<file path="src/rtl/muldiv_pkg.sv">
// Shared mult/div op codes and sequencer state encoding for the execute stage.
package muldiv_pkg;

  localparam logic [2:0] MD_NONE  = 3'b000;
  localparam logic [2:0] MD_MULT  = 3'b001;
  localparam logic [2:0] MD_MULTU = 3'b010;
  localparam logic [2:0] MD_DIV   = 3'b011;
  localparam logic [2:0] MD_DIVU  = 3'b100;
  localparam logic [2:0] MD_MTHI  = 3'b101;
  localparam logic [2:0] MD_MTLO  = 3'b110;

  typedef enum logic [1:0] {
    ST_IDLE = 2'd0,
    ST_BUSY = 2'd1,
    ST_DONE = 2'd2
  } md_state_e;

endpackage

</file>
<file path="src/rtl/muldiv_iter_core.sv">
// One shift-add multiply or restoring-divide iteration on a 2*LEN accumulator.
module muldiv_iter_core #(
  parameter int LEN = 32
) (
  input  logic               i_mode_div,
  input  logic [2*LEN-1:0]   i_acc,
  input  logic [LEN-1:0]     i_opnd,
  output logic [2*LEN-1:0]   o_acc,
  output logic               o_qbit
);

  logic [LEN:0]   w_sum;
  logic [LEN:0]   w_trial;
  logic           w_ge;
  logic [LEN-1:0] w_diff;

  // Multiply: conditional add into upper half then shift right.
  // Divide: shift {rem,quot} left, trial-subtract divisor from the widened remainder.
  always_comb begin
    w_sum   = {1'b0, i_acc[2*LEN-1:LEN]} + {1'b0, i_opnd};
    w_trial = {i_acc[2*LEN-1:LEN], i_acc[LEN-1]};
    w_ge    = (w_trial >= {1'b0, i_opnd});
    // True difference is below 2^LEN whenever w_ge holds, so modular LEN-bit subtraction suffices.
    w_diff  = {i_acc[2*LEN-2:LEN], i_acc[LEN-1]} - i_opnd;
    o_qbit  = 1'b0;
    o_acc   = '0;
    if (i_mode_div) begin
      o_qbit = w_ge;
      o_acc  = {(w_ge ? w_diff : {i_acc[2*LEN-2:LEN], i_acc[LEN-1]}), i_acc[LEN-2:0], w_ge};
    end else if (i_acc[0]) begin
      o_acc = {w_sum, i_acc[LEN-1:1]};
    end else begin
      o_acc = {1'b0, i_acc[2*LEN-1:LEN], i_acc[LEN-1:1]};
    end
  end

endmodule

</file>
<file path="src/rtl/execute_muldiv_ctrl.sv">
// Execute-stage multiply/divide sequencer: FSM, iteration counter, sign fixup, HI/LO.
module execute_muldiv_ctrl
  import muldiv_pkg::*;
#(
  parameter int LEN      = 32,
  parameter int NB_MD_OP = 3,
  parameter int NB_COUNT = 6
) (
  input  logic                i_clk,
  input  logic                i_rst,
  input  logic                i_valid,
  input  logic [NB_MD_OP-1:0] i_op,
  input  logic [LEN-1:0]      i_dato1,
  input  logic [LEN-1:0]      i_dato2,
  input  logic                i_flush,
  output logic                o_stall,
  output logic                o_done,
  output logic                o_div_by_zero,
  output logic [LEN-1:0]      o_hi,
  output logic [LEN-1:0]      o_lo
);

  md_state_e             r_state;
  logic [NB_COUNT-1:0]   r_count;
  logic [2*LEN-1:0]      r_acc;
  logic [LEN-1:0]        r_opnd;
  logic                  r_is_div;
  logic                  r_neg_q;
  logic                  r_neg_r;
  logic                  r_dz;
  logic [LEN-1:0]        r_hi;
  logic [LEN-1:0]        r_lo;

  logic                  w_start;
  logic                  w_div;
  logic                  w_s1;
  logic                  w_s2;
  logic [LEN-1:0]        w_mag1;
  logic [LEN-1:0]        w_mag2;
  logic [2*LEN-1:0]      w_acc_nxt;
  logic                  w_qbit;
  logic [LEN-1:0]        w_hi_fix;
  logic [LEN-1:0]        w_lo_fix;
  logic [2*LEN-1:0]      w_prod;

  // Start decode and operand magnitudes/signs.
  always_comb begin
    w_start = (r_state == ST_IDLE) && i_valid &&
              (i_op == MD_MULT || i_op == MD_MULTU || i_op == MD_DIV || i_op == MD_DIVU);
    w_div   = (i_op == MD_DIV) || (i_op == MD_DIVU);
    w_s1    = ((i_op == MD_MULT) || (i_op == MD_DIV)) && i_dato1[LEN-1];
    w_s2    = ((i_op == MD_MULT) || (i_op == MD_DIV)) && i_dato2[LEN-1];
    w_mag1  = w_s1 ? -i_dato1 : i_dato1;
    w_mag2  = w_s2 ? -i_dato2 : i_dato2;
  end

  muldiv_iter_core #(.LEN(LEN)) u_iter (
    .i_mode_div (r_is_div),
    .i_acc      (r_acc),
    .i_opnd     (r_opnd),
    .o_acc      (w_acc_nxt),
    .o_qbit     (w_qbit)
  );

  // Sign fixup of the finished magnitude result into HI/LO form.
  // A zero divisor leaves rem = |dato1| after LEN steps, so the remainder fixup restores dato1.
  always_comb begin
    w_prod   = r_neg_q ? -r_acc : r_acc;
    w_hi_fix = w_prod[2*LEN-1:LEN];
    w_lo_fix = w_prod[LEN-1:0];
    if (r_is_div) begin
      w_hi_fix = r_neg_r ? -r_acc[2*LEN-1:LEN] : r_acc[2*LEN-1:LEN];
      w_lo_fix = r_dz ? '1 : (r_neg_q ? -r_acc[LEN-1:0] : r_acc[LEN-1:0]);
    end
  end

  // Sequencer FSM with counter, latched operands and HI/LO registers; flush wins over everything.
  always_ff @(posedge i_clk or negedge i_rst) begin
    if (!i_rst) begin
      r_state  <= ST_IDLE;
      r_count  <= '0;
      r_acc    <= '0;
      r_opnd   <= '0;
      r_is_div <= 1'b0;
      r_neg_q  <= 1'b0;
      r_neg_r  <= 1'b0;
      r_dz     <= 1'b0;
      r_hi     <= '0;
      r_lo     <= '0;
    end else if (i_flush) begin
      r_state <= ST_IDLE;
    end else begin
      case (r_state)
        ST_IDLE: begin
          if (w_start) begin
            r_state  <= ST_BUSY;
            r_count  <= '0;
            r_is_div <= w_div;
            r_neg_q  <= w_s1 ^ w_s2;
            r_neg_r  <= w_s1;
            r_dz     <= w_div && (i_dato2 == '0);
            r_acc    <= w_div ? {{LEN{1'b0}}, w_mag1} : {{LEN{1'b0}}, w_mag2};
            r_opnd   <= w_div ? w_mag2 : w_mag1;
          end else if (i_valid && i_op == MD_MTHI) begin
            r_hi <= i_dato1;
          end else if (i_valid && i_op == MD_MTLO) begin
            r_lo <= i_dato1;
          end
        end
        ST_BUSY: begin
          r_acc   <= w_acc_nxt;
          r_count <= r_count + NB_COUNT'(1);
          if (r_count == NB_COUNT'(LEN - 1)) begin
            r_state <= ST_DONE;
          end
        end
        ST_DONE: begin
          r_hi    <= w_hi_fix;
          r_lo    <= w_lo_fix;
          r_state <= ST_IDLE;
        end
        default: r_state <= ST_IDLE;
      endcase
    end
  end

  // Stall/done status from the state register and start decode.
  always_comb begin
    o_stall       = w_start || (r_state == ST_BUSY);
    o_done        = (r_state == ST_DONE) && !i_flush;
    o_div_by_zero = o_done && r_dz;
    o_hi          = r_hi;
    o_lo          = r_lo;
  end

endmodule

</file>
<file path="config.mk">
export PLATFORM = sky130hd
export DESIGN_NAME = execute_muldiv_ctrl
export DESIGN_NICKNAME = d
export VERILOG_FILES = /design/src/rtl/muldiv_pkg.sv /design/src/rtl/muldiv_iter_core.sv /design/src/rtl/execute_muldiv_ctrl.sv
export SDC_FILE = /design/constraint.sdc
export NUM_CORES = 1
export LEC_CHECK = 0
export CAP_MARGIN = 0
export CORE_ASPECT_RATIO = 1.75
export CORE_MARGIN = 4
export CORE_UTILIZATION = 32
export DETAILED_ROUTE_END_ITERATION = 12
export HOLD_SLACK_MARGIN = 0.12
export SLEW_MARGIN = 20
export SYNTH_ARGS = -nofsm -noshare
export SYNTH_HDL_FRONTEND = slang
export SYNTH_SLANG_ARGS = --single-unit
export TNS_END_PERCENT = 10
</file>
<file path="constraint.sdc">
create_clock -name i_clk -period 4.6 [get_ports i_clk]
set_input_delay 0.46 -clock i_clk [delete_from_list [all_inputs] [get_ports i_clk]]
set_output_delay 0.46 -clock i_clk [all_outputs]
set_load 0.03 [all_outputs]
</file>
==> impl_results.md <==
* Vias in the first global route at 16.05k
* Leak at roughly 7.6 nW
* Root buffer cell: clkbuf_16
* Mapped Area at ~15000 µm²
* Post-Syn Nets at roughly 2.2k
* Unrepaired setup endpoints after global routing: false
* Power Density at 749.2 nW/µm²
* Post-synth cell types at 74
* Num CTS Buffers at 17
* Seq/Total Area, Yosys at 0.2783
* Fin crit period at 3.831 ns
* Final Worst Setup Slack at 0.7693 ns
* CP arrival at 4.19 ns
* Antenna violations before repair at 0
* Syn avg cell area at 7.651 µm²
* Setup-failing EPs final at 0
* PortBufs at about 140
* Fin. Hold Viols at 0
* Drt first-iter violations at 1523
* Largest net degree at the start of global routing at 71
* Max transition margin at 0.3361
* Ports at 138
* Sw Share at 0.5328
* Post-DR wirelength/cell at 25.28 µm
* Peak VDD IR at approximately 0.39 mV
* WHS at about 0.48 ns
* Hold Path Origin: o_hi[0]
* Reg-to-reg startpoint: r_acc[51]
* Combinational power share at 0.672
* Nature of the critical path endpoint: flop
* Post-CTS Setup Inserts at 0
* Top_reg_cell synth: dfrtp_1
* Max-slew violations at 0
* CTS tree: yes
* Synth-to-Final Area Change at 18.22%
* CP Data Required Time at about 5.0 ns
* Drt total wl at between 60000 and 70000 µm
* Max-cap viol count at 0
* Most common library cells after synthesis: nand2_1, o21ai_0, dfrtp_1
* Clock Sinks at 172
* Die Ht at 298.8 µm
* Row cnt at 106
* Int Power at 6.399 mW
* Worst Skew at 0.01330 ns
* Antenna Cells at 0
* # placed instances at 2686
* R2R Path End: r_acc[35]
* Number of synthesized register bits at roughly 170
* Insertion delay to the later sink of the worst-skew pair at roughly 0.46 ns
* DRC at 0
* Syn Inst Count at 2021
* Synth area leader: dfrtp_1
* Synth Warn # at 0
* Max Clk Rate at 261.0 MHz
* Ranking of synthesized cells by area: dfrtp_1, nand2_1, o21ai_0
* Clock power share at 0.110
* Final nets at 2254
* Clock transition at path regs at 0.08 ns
* Status: complete, no violations
* Worst Setup Start Kind: flop
* Initial Util at 0.3239
* Core Util, Final at 0.3829
* Number of routed nets with antenna violations at 0
* Fillers at 4948
* EDFF count, synth at 0
* Reg-to-reg slack, setup at between 0.7 and 0.8 ns
* WHS Endpoint: o_hi[0]
* Worst Max-Slew Pin Slew at 0.9935 ns
* Seq pwr share at 0.218
* Clock buffer depth at 2
* Vias per cell at 5.996
* Crit path max fanout at 25
* Drt first pass iters at 8
* P_sw at 7.298 mW
* Min-delay worst type: flop to flop
* Reg2reg path depth at 12
* Setup TNS at 0 ns
* Core area at 47750 µm²
* Non-filler cells, final at 2719
* Total number of vias at ~16k
* HPWL Detailed at 54630 µm
* Die span in x at 174.2 µm
* First-pass GRT wire length at approximately 100000 µm
* GRT overflow at 0
* Area share of the largest cell type after synthesis at 0.2783
* Period utilization at 0.8328
* Placement Setup Slack at 0.5569 ns
* Asr flop ratio synth at 1.000
* Final GP Congestion at 0.9800
* WS Path Type: flop to flop
* Die area at 52040 µm²
* GRT Overall Usage at 0.2559
* Count leader, synth: nand2_1
* Worst hold path depth at 2
* Level count of the clock H-tree at 4
* Share of layout cells above drive strength 1 at 0.07341
==> layout by cell type, fill, tap and decap left out, drive strengths merged, types with 69 or more instances in the layout <==
cell type	count
o21ai	218
nand2	264
clkdlybuf4s50	136
buf	77
xnor2	94
nor2	151
inv	70
dfrtp	172
ha	69
a21oi	163
xor2	76
==> metal layers <==
layer  GRT usage  wire (µm)
met1      0.2610      23210
met2      0.4607      34640
met3     0.03316       3533
met4      0.2119       7348
met5           0          0
==> worst max path at each step <==
| stage | start | endpoint | slack, ns |
|---|---|---|---|
| floorplan | r_acc[51] | r_acc[45] | 1.36 |
| global placement | i_dato2[0] | r_opnd[29] | 0.57 |
| detailed placement | i_dato2[0] | r_opnd[29] | 0.56 |
| CTS | r_opnd[7] | r_acc[49] | 0.82 |
| global route | r_acc[51] | r_acc[47] | 0.56 |
| finish | r_acc[51] | r_acc[35] | 0.77 |
==> flip-flops by register name, indices dropped and copies added, names as in the netlist <==
signal    count
r_dz          1
r_state       2
r_opnd       32
o_lo         32
r_acc        64
r_count       6
r_neg_r       1
r_neg_q       1
o_hi         32
r_is_div      1
==> per-stage QoR <==
| stage | power [mW] | cell area (µm²) |
|---|---|---|
| after floorplan | 8.888 | 15460 |
| after global placement | 12.02 | 17690 |
| after detailed placement | 12.06 | 17690 |
| after CTS | 13.60 | 18280 |
| after global routing | 14.58 | 18280 |
| final | 13.70 | 18280 |
==> critical path, stage by stage (launching register included) <==
cell	delay [ns]
dfrtp_1	0.63
ha_1	0.41
a21oi_1	0.23
o21ai_1	0.13
a221oi_1	0.29
o31ai_1	0.18
a221o_1	0.43
o31ai_4	0.27
buf_4	0.22
and2_1	0.13
buf_4	0.33
a211oi_1	0.18
o31ai_1	0.27
==> area by class of cell <==
class | instances | area [µm²] | area share
clock buffer | 17 | 425.4 | 0.02327
multi-input combinational | 1645 | 10450 | 0.5718
tap | 594 | 743.2 | 0.04065
clock inverter | 15 | 155.1 | 0.008487
inverter | 62 | 232.7 | 0.01273
timing repair buffer | 214 | 1966 | 0.1075
sequential | 172 | 4305 | 0.2355
==> logic make-up after synthesis <==
group,count (synthesis),synth area share
DFF,172,0.2783
buffers and inverters,204,0.05033
and+or+nand+nor,643,0.1913
xor gates and xnor gates,170,0.09629
muxes,68,0.04555
adders and majority gates,71,0.05842
AOI/OAI and AO/OA,693,0.2798
==> repair_timing <==
| item | in CTS | in global routing |
|---|---|---|
| gates resized for setup | 0 | 0 |
| hold endpoints to repair | 66 | 0 |
| hold buffers | 1 | 0 |
==> power by group through the flow <==
stage / logic, mW / clock network, mW / registers [mW]
global route: 9.94 / 1.58 / 3.07
finish: 9.21 / 1.50 / 2.99
floorplan: 5.91 / 0 / 2.98
detailed placement: 9.07 / 0 / 2.99
CTS: 9.10 / 1.53 / 2.96
global placement: 9.05 / 0 / 2.97
Power figures use the tool's default switching activity.
